===== src/rtl/multi_carrier_gen.sv =====
// Phase-staggered triangle/sawtooth carrier generator for N_CH channels with a
// configurable done delay. Define CARRIER_SYNC_IN_EN to add the sync_in re-alignment input.
module multi_carrier_gen #(
  parameter int N_CH     = 4,
  parameter int CW       = 16,
  parameter int DONE_DLY = 11
) (
  input  logic                 clk,
  input  logic                 rst_user,
  input  logic                 sta_user,
  input  logic                 sta,
  input  logic                 mode,
  input  logic [CW-1:0]        period_max,
`ifdef CARRIER_SYNC_IN_EN
  input  logic                 sync_in,
`endif
  output logic [N_CH*CW-1:0]   carrier_out,
  output logic [N_CH-1:0]      dir_out,
  output logic                 sync_out,
  output logic                 done_sig,
  output logic                 busy,
  output logic                 cfg_err
);
  localparam int LG = $clog2(N_CH);
  localparam int PW = CW + 1;
  localparam int OW = CW + 6;

  typedef enum logic {S_IDLE = 1'b0, S_RUN = 1'b1} state_t;

  state_t              state_q, state_d;
  logic [CW-1:0]       p_q, p_d, p_act;
  logic                mode_q, mode_d, mode_act;
  logic                cfg_err_q, cfg_err_d;
  logic                sync_q, sync_d;
  logic [DONE_DLY-1:0] done_q, done_d;
  logic [PW-1:0]       two_p, last_ph;
  logic                load_ok, realign, step;
  logic                sync_in_w;

`ifdef CARRIER_SYNC_IN_EN
  assign sync_in_w = sync_in;
`else
  assign sync_in_w = 1'b0;
`endif

  // Priority: load (sta_user) > realign (sync_in) > step (sta); nothing moves in IDLE.
  always_comb begin
    state_d   = state_q;
    p_d       = p_q;
    mode_d    = mode_q;
    cfg_err_d = cfg_err_q;
    load_ok   = sta_user && (period_max != '0);
    realign   = !sta_user && (state_q == S_RUN) && sync_in_w;
    step      = !sta_user && !sync_in_w && (state_q == S_RUN) && sta;
    if (sta_user) begin
      if (load_ok) begin
        state_d   = S_RUN;
        p_d       = period_max;
        mode_d    = mode;
        cfg_err_d = 1'b0;
      end else begin
        cfg_err_d = 1'b1;
      end
    end
    // Outputs are computed from the configuration in force after this edge.
    p_act    = load_ok ? period_max : p_q;
    mode_act = load_ok ? mode : mode_q;
    two_p    = {p_act, 1'b0};
    last_ph  = two_p - PW'(1);
    done_d   = DONE_DLY'({done_q, sta});
  end

  generate
    for (genvar gi = 0; gi < N_CH; gi++) begin : g_ch
      logic [PW-1:0] ph_q, ph_d, off;
      logic [CW-1:0] car_q, car_d;
      logic          dir_q, dir_d;

      always_comb begin
        off  = PW'((OW'(gi) * OW'(two_p)) >> LG);
        ph_d = ph_q;
        if (load_ok || realign) begin
          ph_d = off;
        end else if (step) begin
          ph_d = (ph_q == last_ph) ? '0 : ph_q + PW'(1);
        end
        car_d = '0;
        dir_d = 1'b0;
        if (state_d == S_RUN) begin
          if (mode_act) begin
            car_d = CW'(ph_d >> 1);
            dir_d = 1'b1;
          end else begin
            car_d = (ph_d <= {1'b0, p_act}) ? CW'(ph_d) : CW'(two_p - ph_d);
            dir_d = (ph_d < {1'b0, p_act});
          end
        end
      end

      always_ff @(posedge clk or posedge rst_user) begin
        if (rst_user) begin
          ph_q  <= '0;
          car_q <= '0;
          dir_q <= 1'b0;
        end else begin
          ph_q  <= ph_d;
          car_q <= car_d;
          dir_q <= dir_d;
        end
      end

      assign carrier_out[gi*CW +: CW] = car_q;
      assign dir_out[gi]              = dir_q;

      // Channel 0 is the sync reference: pulse when its phase wraps on a step.
      if (gi == 0) begin : g_sync
        assign sync_d = step && (ph_q == last_ph);
      end
    end
  endgenerate

  always_ff @(posedge clk or posedge rst_user) begin
    if (rst_user) begin
      state_q   <= S_IDLE;
      p_q       <= '0;
      mode_q    <= 1'b0;
      cfg_err_q <= 1'b0;
      sync_q    <= 1'b0;
      done_q    <= '0;
    end else begin
      state_q   <= state_d;
      p_q       <= p_d;
      mode_q    <= mode_d;
      cfg_err_q <= cfg_err_d;
      sync_q    <= sync_d;
      done_q    <= done_d;
    end
  end

  assign busy     = (state_q == S_RUN);
  assign cfg_err  = cfg_err_q;
  assign sync_out = sync_q;
  assign done_sig = done_q[DONE_DLY-1];
endmodule

===== config.mk =====
export PLATFORM = sky130hd
export DESIGN_NAME = multi_carrier_gen
export DESIGN_NICKNAME = d
export VERILOG_FILES = /design/src/rtl/multi_carrier_gen.sv
export SDC_FILE = /design/constraint.sdc
export NUM_CORES = 1
export LEC_CHECK = 0
export BUFFER_PORTS_ARGS = -buffer_cell sky130_fd_sc_hd__buf_2
export CORE_ASPECT_RATIO = 1.75
export CORE_MARGIN = 4
export CORE_UTILIZATION = 65
export DETAILED_ROUTE_END_ITERATION = 12
export HOLD_SLACK_MARGIN = 0.15
export PLACE_DENSITY = 0.88
export SYNTH_ARGS = -nofsm -noshare
export SYNTH_HDL_FRONTEND = slang
export SYNTH_SLANG_ARGS = --single-unit

===== constraint.sdc =====
create_clock -name clk -period 14 [get_ports clk]
set_clock_uncertainty 0.1 [all_clocks]
set_input_delay 2.8 -clock clk [delete_from_list [all_inputs] [get_ports clk]]
set_output_delay 2.8 -clock clk [all_outputs]
set_load 0.02 [all_outputs]

==> reports/summary.md <==
The tightest min-delay check is of the reg -> reg type. The first-pass GRT wire length came out at 91.4 mm. The clock slew at the register clock pins of the worst setup and hold paths was 70 ps; the initial core utilization was 66.1%.

Routability-driven placement finished with a final weighted congestion of 1.08. The run gives 16300 um^2 as the post-detailed-placement cell area. The cell count after synthesis came out at 1819.

The critical path class was in -> reg. For this run, the top clock speed supported by timing is 83.3 MHz. Clock latency of the later-clocked register in the worst-skew pair: 470 ps.

The floorplan has 74 rows. The number of nets handed over by synthesis was 2003. The count of nets after finishing is 2082. The number of primary I/O pins was 93; the total internal power was 1210 uW. In this run the deepest clock path goes through 2 buffers. Counting flops with a built-in enable in the synthesized netlist gives 0. The count of inserted antenna diode cells came out at 0. After synthesis, the mean cell area works out to 8.48 um^2. The smallest hold slack is 253 ps. The total power was 2150 uW; the die width was 124 um. The worst setup path is captured at a flip-flop. The height of the chip was 212 um; the number of H-tree levels was 4. In the routed layout, each cell is associated on average with a via count of 7.03. The tree built by TritonCTS fans out to 167 sinks. The highest-delay cell along the critical path is sky130_fd_sc_hd__mux2i_1.

The flow ran to the end, and the final reports show no timing, DRC or antenna violations. In this run the worst path has a maximum fanout of 20. The first detailed-routing pass ran for 6 iterations. For this run the aggregate overflow at the end of global routing stands at 0.

Of the synthesized area, sequential elements account for 27.1%. The utilization of the core after routing is 72.3%, and the number of pins exceeding their max-slew limit in the final report is 0. The number of antenna violations at the first check in global routing is 0, and the total setup buffers inserted after CTS is 0.

The area of the core came out at 23300 um^2. Setup repair after global routing left no endpoint under its margin. The area growth from synthesis to layout is 9.31%.

The run gives 47.3% as the portion of total power attributed to combinational logic. The run gives 23.5% as the clock power share. The tools report the worst path arrival time as 12290 ps. Most crowded layer after global routing: met2. In this run, post-CTS hold repair placed 0 buffers. Of all flip-flops after synthesis, the portion carrying an async set or reset was 100%. CTS placed an instance of sky130_fd_sc_hd__clkbuf_16 at the clock tree root.

The share of total power dissipated in sequential elements is 29.2%. The number of failing hold endpoints at the final stage is 0, and the yosys synthesis warning count is 0. The number of setup violations in the final report came out at 0.

In the final layout, the share of cells above drive strength 1 is 12.5%. VDD sags by at most 0.109 mV. The run gives 26400 um^2 as the die footprint. After synthesis the netlist holds a flip-flop and latch count of 167.

Time the worst path needs with I/O delays and setup: 12000 ps. Dividing total power by cell area gives a power density of 127 nW/um^2. The logs give 0 for the count of nets left with antenna violations after detail routing and 32.9% for the max-slew headroom at the worst pin. Global routing used 75.5% of the available met2 tracks. The actual transition at the worst max-transition pin was 999 ps; the largest incremental delay on the critical path was 720 ps. Input and output buffers added on the ports amount to 92. For the aggregate global-route resource usage, the log shows 46.1%. The run gives 101 as the pin count of the biggest net entering global routing. For this design the static power due to leakage is 0.00751 uW. TritonCTS built the clock tree. The post-DP HPWL is 45.7 mm.

The global routing met3 resource utilization was 10.6%. In this run the power spent charging and discharging nets is 940 uW. Total negative slack: 0 ps.

STA classifies the critical path startpoint as a primary input. Net switching is 43.7% of the power. The average wire per standard cell is 27.9 um, and the worst endpoint required time is 14290 ps.

The run gives 15400 as the via count of the first global-routing pass. The part of the cycle the worst path needs came out at 85.7%. In this run the cell area of the synthesized design comes to 15400 um^2. After routing the design area is 16900 um^2. The logs give 1616 for the DRC violation total after the first TritonRoute iteration and 0 for the count of cells resized by post-cts repair.

The final layout contains routed wiring with a total length of 61.7 mm. For this run, design rule violations remaining after detail routing come to 0. The number of distinct standard cells referenced by the synthesized netlist was 99; the met1 usage in global routing was 48.7%. The number of buffers added by the clock tree synthesis step was 17. The run gives 0 as the max-capacitance violation count. The most used flip-flop cell after synthesis is sky130_fd_sc_hd__dfrtp_1.

The tools report the number of fill cells as 1776. The routed layout has 15600 vias.
[placed cells by master (no fill, tap or decap), types with 29 or more instances in the layout]
| cell type | n |
|---|---|
| sky130_fd_sc_hd__o21ai_0 | 106 |
| sky130_fd_sc_hd__nor2_1 | 138 |
| sky130_fd_sc_hd__dfrtp_1 | 167 |
| sky130_fd_sc_hd__xnor2_1 | 107 |
| sky130_fd_sc_hd__a31oi_1 | 29 |
| sky130_fd_sc_hd__a211oi_1 | 30 |
| sky130_fd_sc_hd__nand2_1 | 178 |
| sky130_fd_sc_hd__buf_4 | 41 |
| sky130_fd_sc_hd__ha_1 | 158 |
| sky130_fd_sc_hd__buf_2 | 92 |
| sky130_fd_sc_hd__nor3_1 | 46 |
| sky130_fd_sc_hd__inv_1 | 128 |
| sky130_fd_sc_hd__nand3_1 | 68 |
| sky130_fd_sc_hd__xor2_1 | 69 |
| sky130_fd_sc_hd__a21oi_1 | 91 |
| sky130_fd_sc_hd__nand4_1 | 32 |
[cells in the mapped netlist (7+ instances only)]
| library cell | count | share of area [%] |
|---|---|---|
| sky130_fd_sc_hd__nand2_1 | 179 | 4.4 |
| sky130_fd_sc_hd__dfrtp_1 | 167 | 27 |
| sky130_fd_sc_hd__ha_1 | 158 | 13 |
| sky130_fd_sc_hd__nor2_1 | 140 | 3.4 |
| sky130_fd_sc_hd__inv_1 | 129 | 3.1 |
| sky130_fd_sc_hd__xnor2_1 | 107 | 6.1 |
| sky130_fd_sc_hd__o21ai_0 | 106 | 3.4 |
| sky130_fd_sc_hd__a21oi_1 | 91 | 3.0 |
| sky130_fd_sc_hd__xor2_1 | 69 | 3.9 |
| sky130_fd_sc_hd__nand3_1 | 68 | 2.2 |
| sky130_fd_sc_hd__nor3_1 | 46 | 1.5 |
| sky130_fd_sc_hd__clkbuf_1 | 41 | 1.0 |
| sky130_fd_sc_hd__nand4_1 | 32 | 1.3 |
| sky130_fd_sc_hd__a211oi_1 | 30 | 1.5 |
| sky130_fd_sc_hd__a31oi_1 | 29 | 1.2 |
| sky130_fd_sc_hd__mux2i_1 | 29 | 1.9 |
| sky130_fd_sc_hd__o21a_1 | 28 | 1.4 |
| sky130_fd_sc_hd__and3_1 | 24 | 0.97 |
| sky130_fd_sc_hd__o31ai_1 | 21 | 1.0 |
| sky130_fd_sc_hd__a21o_1 | 20 | 0.97 |
| sky130_fd_sc_hd__nor2b_1 | 17 | 0.69 |
| sky130_fd_sc_hd__o211ai_1 | 13 | 0.63 |
| sky130_fd_sc_hd__and2_1 | 12 | 0.49 |
| sky130_fd_sc_hd__buf_2 | 12 | 0.39 |
| sky130_fd_sc_hd__or3_1 | 12 | 0.49 |
| sky130_fd_sc_hd__buf_4 | 11 | 0.54 |
| sky130_fd_sc_hd__o22ai_1 | 11 | 0.45 |
| sky130_fd_sc_hd__a211oi_2 | 9 | 0.73 |
| sky130_fd_sc_hd__nand2b_1 | 9 | 0.36 |
| sky130_fd_sc_hd__nand3b_1 | 9 | 0.44 |
| sky130_fd_sc_hd__o21bai_1 | 9 | 0.44 |
| sky130_fd_sc_hd__a311oi_1 | 8 | 0.45 |
| sky130_fd_sc_hd__or2_2 | 8 | 0.32 |
| sky130_fd_sc_hd__nor4_1 | 7 | 0.28 |
| sky130_fd_sc_hd__nor4_2 | 7 | 0.57 |
| sky130_fd_sc_hd__xnor3_1 | 7 | 1.0 |
[power by group through the flow]
stage,clock [uW],sequential [uW],combinational (uW)
3_5_place_dp,0,633,979
6_report,504,628,1020
4_1_cts,506,624,987
3_3_place_gp,0,632,952
2_1_floorplan,0,665,641
5_1_grt,525,634,1090
[per-layer routing]
metal  wire length, um  vias to the layer above
met2             28600                     1106
met1             19900                     7309
met3              5790                      450
li1                  -                     6711
met5                 0                        -
met4              7420                        0
[path summary, 6_finish.rpt]
path | from | end | slack (ps) | cells past startpoint
worst max-delay path | sta_user | g_ch[3].car_q[15] | 2000 | 27
worst min-delay path | done_q[8] | done_q[9] | 250 | 0
worst max register to register | p_q[7] | g_ch[3].car_q[15] | 5120 | 25
worst min register to register | done_q[8] | done_q[9] | 250 | 0
max in group asynchronous | rst_user | g_ch[3].ph_q[5] | 9950 | 3
min in group asynchronous | rst_user | g_ch[1].car_q[11] | 2390 | 2
[through the flow]
stage	std cells	setup WS [ps]
global route	2215	1990
floorplan	1819	3480
global placement	2183	2420
finish	2215	2000
detailed placement	2183	2330
CTS	2215	2750
[cell type report]
type                       count  area, um^2  share of cell area (%)
clock buffer                  17         425                    2.52
timing repair buffer         133         768                    4.55
sequential                   167        4180                    24.8
inverter                     129         489                    2.90
clock inverter                15         185                    1.10
tap                          304         380                    2.26
multi-input combinational   1450       10400                    61.9
[registers in the layout (all words and copies together) (netlist names)]
signal	cells
busy	1
cfg_err	1
done_q	11
g_ch.car_q	64
g_ch.dir_q	4
g_ch.ph_q	68
mode_q	1
p_q	16
sync_out	1
[worst max-delay path: cells and delay by family]
kind	cells	cell delay, ps
AO/OA/AOI/OAI	10	3540
XOR/XNOR	2	500
AND/OR/NAND/NOR	7	2300
multiplexers	1	720
adder cells (fa/ha/maj)	2	880
buffers and inverters	5	1520
[cell families (layout without fill, tap and decap cells)]
family / Yosys count / in the layout / synth area share [%]
xor+xnor: 183 / 183 / 11.0
simple gates: 602 / 602 / 19.4
compound gates: 468 / 468 / 21.4
buf+inv: 202 / 294 / 5.42
flops: 167 / 167 / 27.1
fa+ha+maj: 163 / 163 / 13.5
mux: 34 / 34 / 2.26
Power figures use the tool's default switching activity.
